## src/rtl/serial_magnitude_comparator_pkg.sv

```systemverilog
// Shared definitions for the serial magnitude comparator.
//   ST_IDLE/ST_RUN/ST_DONE : FSM state encoding
//   state_t                : enum built on that encoding
//   clog2                  : ceil(log2(value)), used to size the digit counter
package cmp_pkg;

  localparam logic [1:0] ST_IDLE = 2'd0;
  localparam logic [1:0] ST_RUN  = 2'd1;
  localparam logic [1:0] ST_DONE = 2'd2;

  typedef enum logic [1:0] {
    S_IDLE = ST_IDLE,
    S_RUN  = ST_RUN,
    S_DONE = ST_DONE
  } state_t;

  function automatic int clog2(input int value);
    int r;
    r = 0;
    for (int i = 0; i < 31; i++) begin
      if ((1 << i) < value) r = i + 1;
    end
    return r;
  endfunction

endpackage

```

## src/rtl/serial_magnitude_comparator_digit_compare.sv

```systemverilog
// Combinational unsigned compare of one digit.
//   x, y  : DIGIT_W-bit digits
//   dgt   : x > y
//   dlt   : x < y
module digit_compare #(
  parameter int DIGIT_W = 2
) (
  input  logic [DIGIT_W-1:0] x,
  input  logic [DIGIT_W-1:0] y,
  output logic               dgt,
  output logic               dlt
);

  assign dgt = (x > y);
  assign dlt = (x < y);

endmodule

```

## src/rtl/serial_magnitude_comparator.sv

```systemverilog
// Multi-cycle magnitude comparator: compares two WIDTH-bit operands MSB-first,
// DIGIT_W bits per clock, unsigned or two's-complement (chosen per operation).
// Ports:
//   clk, rst            : clock, synchronous active-high reset
//   start               : request, accepted in IDLE or DONE
//   signed_mode, a, b   : operation inputs, captured with start
//   busy                : digits being compared
//   done                : one-cycle pulse, gt/lt/eq updated this cycle
//   gt, lt, eq          : registered result, held until the next done
// Build option: define CMP_EARLY_EXIT_EN to leave RUN as soon as the first
// differing digit is found (results unchanged, only timing differs).
//
// state | meaning
// ------+-------------------------------------------------------
// IDLE  | no operation in flight, waiting for start
// RUN   | comparing one digit per clock, MSB digit first
// DONE  | one-cycle result strobe; start here chains a new compare
module serial_magnitude_comparator
  import cmp_pkg::*;
#(
  parameter int WIDTH   = 8,
  parameter int DIGIT_W = 2
) (
  input  logic             clk,
  input  logic             rst,
  input  logic             start,
  input  logic             signed_mode,
  input  logic [WIDTH-1:0] a,
  input  logic [WIDTH-1:0] b,
  output logic             busy,
  output logic             done,
  output logic             gt,
  output logic             lt,
  output logic             eq
);

  localparam int N     = WIDTH / DIGIT_W;
  localparam int CNT_W = (clog2(N) < 1) ? 1 : clog2(N);
  localparam logic [WIDTH-1:0] MSB_MASK = WIDTH'(1) << (WIDTH - 1);

  state_t             state, state_nxt;
  logic [WIDTH-1:0]   sa, sb;
  logic [CNT_W-1:0]   cnt;
  logic               decided, res_gt;
  logic               dgt, dlt, differ;
  logic               capture, finish;
  logic               fin_decided, fin_gt;

  digit_compare #(.DIGIT_W(DIGIT_W)) u_digit (
    .x   (sa[WIDTH-1 -: DIGIT_W]),
    .y   (sb[WIDTH-1 -: DIGIT_W]),
    .dgt (dgt),
    .dlt (dlt)
  );

  assign differ = dgt | dlt;

  // Result as it stands after the current digit, so the final digit's outcome
  // is folded in on the same edge that enters DONE.
  assign fin_decided = decided | differ;
  assign fin_gt      = decided ? res_gt : dgt;

  always_comb begin
    state_nxt = state;
    capture   = 1'b0;
    finish    = 1'b0;
    case (state)
      S_IDLE: begin
        if (start) begin
          state_nxt = S_RUN;
          capture   = 1'b1;
        end
      end
      S_RUN: begin
        if (cnt == '0) finish = 1'b1;
`ifdef CMP_EARLY_EXIT_EN
        if (!decided && differ) finish = 1'b1;
`endif
        if (finish) state_nxt = S_DONE;
      end
      S_DONE: begin
        if (start) begin
          state_nxt = S_RUN;
          capture   = 1'b1;
        end else begin
          state_nxt = S_IDLE;
        end
      end
      default: state_nxt = S_IDLE;
    endcase
  end

  assign busy = (state == S_RUN);
  assign done = (state == S_DONE);

  always_ff @(posedge clk) begin
    if (rst) begin
      state   <= S_IDLE;
      sa      <= '0;
      sb      <= '0;
      cnt     <= '0;
      decided <= 1'b0;
      res_gt  <= 1'b0;
      gt      <= 1'b0;
      lt      <= 1'b0;
      eq      <= 1'b0;
    end else begin
      state <= state_nxt;
      if (capture) begin
        // Flipping both sign bits maps two's-complement order onto unsigned
        // order, so the digit datapath never needs to know the mode.
        sa      <= signed_mode ? (a ^ MSB_MASK) : a;
        sb      <= signed_mode ? (b ^ MSB_MASK) : b;
        cnt     <= CNT_W'(N - 1);
        decided <= 1'b0;
      end else if (state == S_RUN) begin
        if (!decided && differ) begin
          decided <= 1'b1;
          res_gt  <= dgt;
        end
        sa  <= sa << DIGIT_W;
        sb  <= sb << DIGIT_W;
        cnt <= cnt - 1'b1;
      end
      if (finish) begin
        gt <= fin_decided & fin_gt;
        lt <= fin_decided & ~fin_gt;
        eq <= ~fin_decided;
      end
    end
  end

endmodule

```

## config.mk

```make
export PLATFORM = sky130hd
export DESIGN_NAME = serial_magnitude_comparator
export DESIGN_NICKNAME = d
export VERILOG_FILES = /design/src/rtl/serial_magnitude_comparator_pkg.sv /design/src/rtl/serial_magnitude_comparator_digit_compare.sv /design/src/rtl/serial_magnitude_comparator.sv
export SDC_FILE = /design/constraint.sdc
export NUM_CORES = 1
export LEC_CHECK = 0
export ABC_AREA = 1
export BUFFER_PORTS_ARGS = -buffer_cell sky130_fd_sc_hd__buf_2
export CORE_MARGIN = 1
export CORE_UTILIZATION = 40
export DETAILED_ROUTE_END_ITERATION = 12
export PLACE_DENSITY = 0.64
export SYNTH_ARGS = -nofsm -noshare
export SYNTH_HDL_FRONTEND = slang
export SYNTH_HIERARCHICAL = 1
export SYNTH_SLANG_ARGS = --single-unit
```

## constraint.sdc

```tcl
create_clock -name clk -period 2.05 [get_ports clk]
set_input_delay 0.3075 -clock clk [delete_from_list [all_inputs] [get_ports clk]]
set_output_delay 0.3075 -clock clk [all_outputs]
set_load 0.005 [all_outputs]
```

==> flow_metrics.py, run 1 <==
metrics = {
    "outcome": {
        "run_status": "finished clean",
    },
    "synthesis": {
        "synth.top_cell.area_share_pct": 41.4,
        "avgSynthCellArea_sq_um": 6.46,
        "netlist_top_cells_count": "sky130_fd_sc_hd__nand2_1, sky130_fd_sc_hd__inv_1, sky130_fd_sc_hd__dfxtp_1",
        "synth_area_leaders": "sky130_fd_sc_hd__dfxtp_1, sky130_fd_sc_hd__nand2_1, sky130_fd_sc_hd__inv_1",
        "ys_async_sr_fraction_pct": 0,
        "synth_enable_flop_cells": 0,
        "yosysWarningCount": 6,
        "ys_ff_latch": 25,
        "netlist_area_sq_um": 1210,
        "synth_fp_nets": 210,
        "post-synth-top-count-cell": "sky130_fd_sc_hd__nand2_1",
        "ys_dominant_reg_cell": "sky130_fd_sc_hd__dfxtp_1",
        "synthDominantAreaCellType": "sky130_fd_sc_hd__dfxtp_1",
        "syn_inst": 187,
        "synth.yosys.seq_area_share_pct": 41.4,
        "yosys.cell_types.count": 17,
    },
    "clock_network": {
        "cts.clk_slew.worst_paths_ps": 130,
        "postCtsHoldBufs": 0,
        "tritoncts": "built",
        "clock_sinks": 25,
        "worst_skew_pair.late_latency_ps": 310,
        "cts_root_buffer": "sky130_fd_sc_hd__clkbuf_4",
        "htree_levels": 1,
        "postCtsSetupBuffers": 0,
        "cts_max_path_buffers": 2,
        "numCtsBuffers": 3,
        "post_cts_repair_resize_count": 0,
    },
    "grt": {
        "grt_max_degree": 19,
        "first_pass_grt_wire_length_mm": 4.08,
        "number_of_antenna_violations_at_the_first_check_in_global_routing": 0,
        "grt_overflow": 0,
        "grt_pass1_vias": 1043,
        "track_usage_pct": 15.7,
    },
    "layout": {
        "n_antenna_cell": 0,
        "multi_input_area_sq_um": 547,
        "drive_gt1_share_pct": 16.2,
        "fin_nets": 234,
        "areaGrowthSynthToFinish_pct": 12.7,
        "register_area_sq_um": 500,
        "postLayoutCoreUtil_pct": 48.6,
        "final.fill_count": 315,
    },
    "placement": {
        "hpwl_mm": 1.72,
        "routability_congestion_estimate_from_global_placement": 0.742,
        "count_of_input_and_output_buffers": 24,
    },
    "die": {
        "initial_utilization_pct": 43.1,
        "rows": 19,
        "dieArea_sq_um": 3250,
        "die_width_um": 57.0,
        "fp.dieH_um": 57.0,
        "placeableCoreArea_sq_um": 2810,
        "io-pin-count": 25,
    },
    "timing": {
        "worst_pin_slew_ps": 591,
        "period_needed_ps": 1740,
        "timing.fmax_ghz": 0.576,
        "max-slew-margin-rel_pct": 60.5,
        "setup_viol": 0,
        "rsz_0062_raised_after_global_routing": "false",
        "setup-tns-final_ps": 0,
        "hold_violations": 0,
        "post-route-period-util_pct": 84.7,
        "fin_worst_skew_ps": 1.96,
        "timing.final.max_slew_violations": 0,
    },
    "routing": {
        "drt-total-wl_mm": 2.30,
        "ant_nets": 0,
        "avgViaCountPerCell": 4.69,
        "dr_total_vias": 1131,
        "drc": 0,
        "drt-initial-drc-count": 18,
        "drt-wirelength-per-cell_um": 9.54,
        "drt_pre_antenna_iters": 5,
    },
    "setup_path": {
        "timing_worst_setup_path_type": "reg2out",
        "r2r_cells": 11,
        "critical_path.max_stage_delay_ps": 450,
        "worst_r2r_startpoint": "sb[7]$_SDFFE_PP0P_",
        "startpoint_type": "flip-flop",
        "critPathSlowestCell": "sky130_fd_sc_hd__dfxtp_1",
        "worst_path_arrival_time_ps": 1430,
        "setup.worst_path.start": "state[0]$_SDFFE_PP0P_",
        "worstPathRequired_ps": 1740,
        "critical_path.max_fanout": 12,
        "worstSetupEndpointType": "output port",
        "critical_path.cell_chain": "inv_2 > nor2_2 > buf_2",
        "setup.reg_to_reg.worst_slack_ps": 580,
        "worstReg2RegEnd": "res_gt$_SDFFE_PP0P_",
    },
    "hold_path": {
        "worst_hold_path_stage_count": 3,
        "hold_path_end": "sa[1]$_SDFFE_PP0P_",
        "min_from": "a[1]",
        "timing.hold.worst.class": "in2reg",
    },
    "pwr": {
        "clock_power_share_pct": 21.8,
        "internal_uw": 684,
        "netSwitchingFraction_pct": 30.2,
        "p_per_area_nw_per_um2": 719,
        "power.switching_uw": 296,
        "sequentialPowerShare_pct": 55.6,
        "power.ir.vdd_worst_uv": 425,
        "pwr-share-comb_pct": 22.5,
        "leakagePower_nw": 0.715,
    },
    "run": {
        "cap_viol_max_count": 0,
    },
}
[critical path: cells and delay by family (launching register included)]
kind / cells / cell delay, ps
buf+inv: 2 / 280
simple gates: 1 / 380
flops: 1 / 450
[metrics by stage]
stage | cells | power (mW) | area, sq um | hold slack [ps] | setup slack, ps
2_1_floorplan | 187 | 0.723 | 1210 | 436 | 749
3_3_place_gp | 237 | 0.772 | 1340 | 445 | 638
3_5_place_dp | 237 | 0.778 | 1340 | 451 | 603
4_1_cts | 241 | 0.995 | 1360 | 216 | 289
5_1_grt | 241 | 1.06 | 1360 | 229 | 202
6_report | 241 | 0.979 | 1360 | 229 | 314
[worst max path at each step]
stage,end,slack [ps],cells after the start
after floorplan,res_gt$_SDFFE_PP0P_,750,10
after global placement,res_gt$_SDFFE_PP0P_,640,10
after detailed placement,res_gt$_SDFFE_PP0P_,600,10
after CTS,busy,290,3
after global routing,busy,200,3
final,busy,310,3
[state kept, by name (all words and copies together), names as in the netlist]
name and cells:
sb 8, lt 1, res_gt 1, state 2, decided 1, sa 8
cnt 2, eq 1, gt 1
[cell usage in the layout (no fill, tap or decap), types with 3 or more instances in the layout]
| master | n |
|---|---|
| sky130_fd_sc_hd__nand2_1 | 69 |
| sky130_fd_sc_hd__inv_1 | 32 |
| sky130_fd_sc_hd__dfxtp_1 | 25 |
| sky130_fd_sc_hd__buf_2 | 24 |
| sky130_fd_sc_hd__a21oi_1 | 20 |
| sky130_fd_sc_hd__nor2_1 | 11 |
| sky130_fd_sc_hd__o21ai_0 | 8 |
| sky130_fd_sc_hd__nand3_1 | 7 |
| sky130_fd_sc_hd__ha_1 | 3 |
| sky130_fd_sc_hd__clkbuf_4 | 3 |
[power groups by stage]
stage	logic [mW]	clock network (mW)	registers, mW
after floorplan	0.171	0	0.552
after global placement	0.217	0	0.555
after detailed placement	0.222	0	0.556
after CTS	0.223	0.226	0.546
after global routing	0.264	0.246	0.550
final	0.221	0.214	0.545
[cells by family (layout without fill, tap and decap cells)]
group / after synthesis / after routing / share of synthesized area, %
AND/OR/NAND/NOR: 91 / 91 / 29.8
buffers and inverters: 39 / 62 / 13.4
AO/OA/AOI/OAI: 29 / 29 / 12.3
flip-flops: 25 / 25 / 41.4
adder cells (fa/ha/maj): 3 / 3 / 3.11
[layout make-up]
type	count	area share [%]
inverters	34	9.55
flip-flops and latches	25	36.7
repair buffers	24	8.82
clock buffers	4	1.93
well taps	31	2.85
multi-input cells	123	40.1
[routing by layer]
metal  global-route usage (%)  share of wire [%]  up-vias
met1                     19.3                 46      494
li1                         -                  -      610
met4                     4.53               0.91        0
met2                     27.6                 49       23
met3                     3.40                4.0        4
met5                        0                  0        -
No activity file was read; power rests on OpenSTA's default activity.
==> run 2: changes to the inputs <==
--- a/config.mk
+++ b/config.mk
@@ -5,12 +5,12 @@
 export SDC_FILE = /design/constraint.sdc
 export NUM_CORES = 1
 export LEC_CHECK = 0
-export ABC_AREA = 1
+export ABC_AREA = 0
 export BUFFER_PORTS_ARGS = -buffer_cell sky130_fd_sc_hd__buf_2
 export CORE_MARGIN = 1
 export CORE_UTILIZATION = 40
 export DETAILED_ROUTE_END_ITERATION = 12
-export PLACE_DENSITY = 0.64
+export PLACE_DENSITY = 0.67
 export SYNTH_ARGS = -nofsm -noshare
 export SYNTH_HDL_FRONTEND = slang
 export SYNTH_HIERARCHICAL = 1
==> constraint.sdc (replaced) <==
create_clock -name clk -period 1.4 [get_ports clk]
set_input_delay 0.21 -clock clk [delete_from_list [all_inputs] [get_ports clk]]
set_output_delay 0.21 -clock clk [all_outputs]
set_load 0.005 [all_outputs]
==> run 2 against run 1 <==
Against the previous run: the flow now finishes with violations (negative setup slack); power increased by 58%; flip-flop and latch count did not move; first-iteration DRC count shrank 11%; area after synthesis fell by 6.6%; wire length rose by 5.2%; clock skew grew 0.52 ps; combinational power is 86% higher; core utilization grew 4.5 points.
==> flow_metrics.py, run 2 <==
metrics = {
    "timing": {
        "worst_pin_slew_ps": 468,
        "period_needed_ps": 1560,
        "setup-tns-final_ps": -420,
        "hold_violations": 0,
        "max-slew-margin-rel_pct": 68.8,
        "fin_worst_skew_ps": 2.49,
        "post-route-period-util_pct": 112,
        "postLayoutSetupSlackWorst_ps": -162,
        "timing.final.max_slew_violations": 0,
        "rsz_0062_raised_after_global_routing": "true",
        "setup_viol": 4,
        "timing.fmax_ghz": 0.640,
    },
    "die": {
        "rows": 18,
        "placeableCoreArea_sq_um": 2570,
        "initial_utilization_pct": 44.0,
        "fp.dieH_um": 55.1,
        "io-pin-count": 25,
        "die_width_um": 55.1,
        "dieArea_sq_um": 3040,
    },
    "clock_network": {
        "cts_root_buffer": "sky130_fd_sc_hd__clkbuf_4",
        "tritoncts": "built",
        "clock_sinks": 25,
        "cts.clk_slew.worst_paths_ps": 130,
        "htree_levels": 1,
        "cts_max_path_buffers": 2,
        "numCtsBuffers": 3,
        "postCtsHoldBufs": 0,
        "worst_skew_pair.late_latency_ps": 320,
    },
    "routing": {
        "drt-total-wl_mm": 2.42,
        "drt-wirelength-per-cell_um": 12.9,
        "dr_total_vias": 1001,
        "ant_nets": 0,
        "drc": 0,
        "avgViaCountPerCell": 5.35,
        "drt-initial-drc-count": 16,
        "drt_pre_antenna_iters": 4,
    },
    "synthesis": {
        "yosysWarningCount": 6,
        "synth_area_leaders": "sky130_fd_sc_hd__dfxtp_1, sky130_fd_sc_hd__a21oi_1, sky130_fd_sc_hd__a22oi_1",
        "yosys.cell_types.count": 27,
        "synth.top_cell.area_share_pct": 44.3,
        "netlist_area_sq_um": 1130,
        "synth.yosys.seq_area_share_pct": 44.3,
        "post-synth-top-count-cell": "sky130_fd_sc_hd__dfxtp_1",
        "ys_dominant_reg_cell": "sky130_fd_sc_hd__dfxtp_1",
        "netlist_top_cells_count": "sky130_fd_sc_hd__dfxtp_1, sky130_fd_sc_hd__a21oi_1, sky130_fd_sc_hd__nand3_1",
        "synth_fp_nets": 152,
        "synth_enable_flop_cells": 0,
        "ys_async_sr_fraction_pct": 0,
        "synthDominantAreaCellType": "sky130_fd_sc_hd__dfxtp_1",
        "syn_inst": 129,
        "ys_ff_latch": 25,
        "avgSynthCellArea_sq_um": 8.75,
    },
    "setup_path": {
        "startpoint_type": "flip-flop",
        "worst_r2r_startpoint": "sb[7]$_SDFFE_PP0P_",
        "worstReg2RegEnd": "eq$_SDFFE_PP0P_",
        "setup.worst_path.start": "sb[7]$_SDFFE_PP0P_",
        "r2r_cells": 7,
        "critical_path.max_fanout": 2,
        "worst_path_arrival_time_ps": 1820,
        "setup.reg_to_reg.worst_slack_ps": -160,
        "worstSetupEndpointType": "flip-flop",
        "timing_worst_setup_path_type": "reg2reg",
        "worstPathRequired_ps": 1660,
    },
    "placement": {
        "count_of_input_and_output_buffers": 24,
        "routability_congestion_estimate_from_global_placement": 0.714,
        "placed_cell_area_sq_um": 1290,
        "hpwl_mm": 1.57,
    },
    "grt": {
        "grt_max_degree": 26,
        "first_pass_grt_wire_length_mm": 3.63,
        "grt_overflow": 0,
        "number_of_antenna_violations_at_the_first_check_in_global_routing": 0,
        "track_usage_pct": 17.4,
        "grt_pass1_vias": 804,
    },
    "outcome": {
        "run_status": "finished with violations",
        "failing_checks": "negative setup slack",
    },
    "layout": {
        "areaGrowthSynthToFinish_pct": 20.8,
        "mostFrequentLayoutCell": "sky130_fd_sc_hd__buf_2",
        "largest_registers": "sa (8), sb (8)",
        "final_area_sq_um": 1360,
        "fin_nets": 181,
        "n_antenna_cell": 0,
        "postLayoutCoreUtil_pct": 53.1,
        "drive_gt1_share_pct": 33.1,
        "final_cell_mix": "sky130_fd_sc_hd__buf_2, sky130_fd_sc_hd__dfxtp_1, sky130_fd_sc_hd__a21oi_1, sky130_fd_sc_hd__nand3_1",
    },
    "pwr": {
        "p_per_area_nw_per_um2": 1130,
        "power.ir.vdd_worst_uv": 590,
        "total_power_mw": 1.54,
        "leakagePower_nw": 0.566,
    },
    "hold_path": {
        "min_from": "a[1]",
        "worst_hold_path_stage_count": 3,
        "hold_path_end": "sa[1]$_SDFFE_PP0P_",
        "timing.hold.worst.class": "in2reg",
    },
    "run": {
        "cap_viol_max_count": 0,
    },
}
-- run 2: changes by cell type after synthesis, moves of 3 or more --
cell / before / now
sky130_fd_sc_hd__nor2_1: 11 / 4
sky130_fd_sc_hd__nand2_1: 69 / 6
sky130_fd_sc_hd__nor2b_1: 0 / 4
sky130_fd_sc_hd__a22oi_1: 0 / 10
sky130_fd_sc_hd__nand3_1: 7 / 14
sky130_fd_sc_hd__inv_1: 32 / 5
sky130_fd_sc_hd__a211oi_1: 0 / 3
sky130_fd_sc_hd__nor3_1: 0 / 8
sky130_fd_sc_hd__o21ai_0: 8 / 1
sky130_fd_sc_hd__nand2b_1: 0 / 4
sky130_fd_sc_hd__buf_4: 1 / 6
-- run 2: cell families after synthesis --
group                      after synthesis  synth area share [%]
and+or+nand+nor                         45                  21.5
xor gates and xnor gates                 2                  1.55
buffers and inverters                   16                  8.09
adders and majority gates                3                  3.33
AOI/OAI and AO/OA                       38                  21.2
DFF                                     25                  44.3
-- run 2: routing by layer --
layer,routed length (um),up-vias,GRT usage (%)
met5,0,-,0
met4,48,0,10.0
met3,57,5,3.28
met2,1100,14,25.1
met1,1220,467,24.0
li1,-,515,-
-- run 2: per-stage QoR --
step | hold WS (ps) | std cells | setup slack (ps)
after CTS | 101 | 186 | -159
after floorplan | 346 | 129 | -87.2
final | 109 | 187 | -162
after global routing | 84.6 | 187 | -229
after global placement | 445 | 180 | -104
after detailed placement | 460 | 180 | -146
-- run 2: area by class of cell --
class                      count  area (sq um)
multi-input combinational     88           568
fill                         261          1200
clock inverter                 1          5.00
tap                           30          37.5
sequential                    25           505
clock buffer                   3          22.5
inverter                       5          18.8
timing repair buffer          35           206
-- run 2: how the worst max path moves through the flow --
| stage | end | cells past startpoint |
|---|---|---|
| global placement | eq$_SDFFE_PP0P_ | 7 |
| CTS | eq$_SDFFE_PP0P_ | 7 |
| global route | eq$_SDFFE_PP0P_ | 7 |
| detailed placement | eq$_SDFFE_PP0P_ | 7 |
| floorplan | eq$_SDFFE_PP0P_ | 7 |
| finish | eq$_SDFFE_PP0P_ | 7 |
-- run 2: timing repair --
action / in CTS / in global routing
hold endpoints to repair: 0 / 0
pin swaps: 3 / 1
endpoints found under the setup margin: 3 / 6
resized for setup: 2 / 5
buffers inserted: 2 / 1
-- run 2: where the power goes --
group	internal [mW]	leakage [nW]	switching, mW	total, mW
sequential	0.770	0.207	0.0371	0.808
clock	0.107	0.0177	0.217	0.324
combinational	0.211	0.341	0.200	0.411
-- run 2: critical path, stage by stage (launching register included) --
cell and delay, ps:
sky130_fd_sc_hd__dfxtp_2 360, sky130_fd_sc_hd__inv_2 40, sky130_fd_sc_hd__ha_4 250, sky130_fd_sc_hd__nor2b_4 150, sky130_fd_sc_hd__nor2_2 40, sky130_fd_sc_hd__or2_1 230, sky130_fd_sc_hd__or3_1 300, sky130_fd_sc_hd__a21oi_1 130
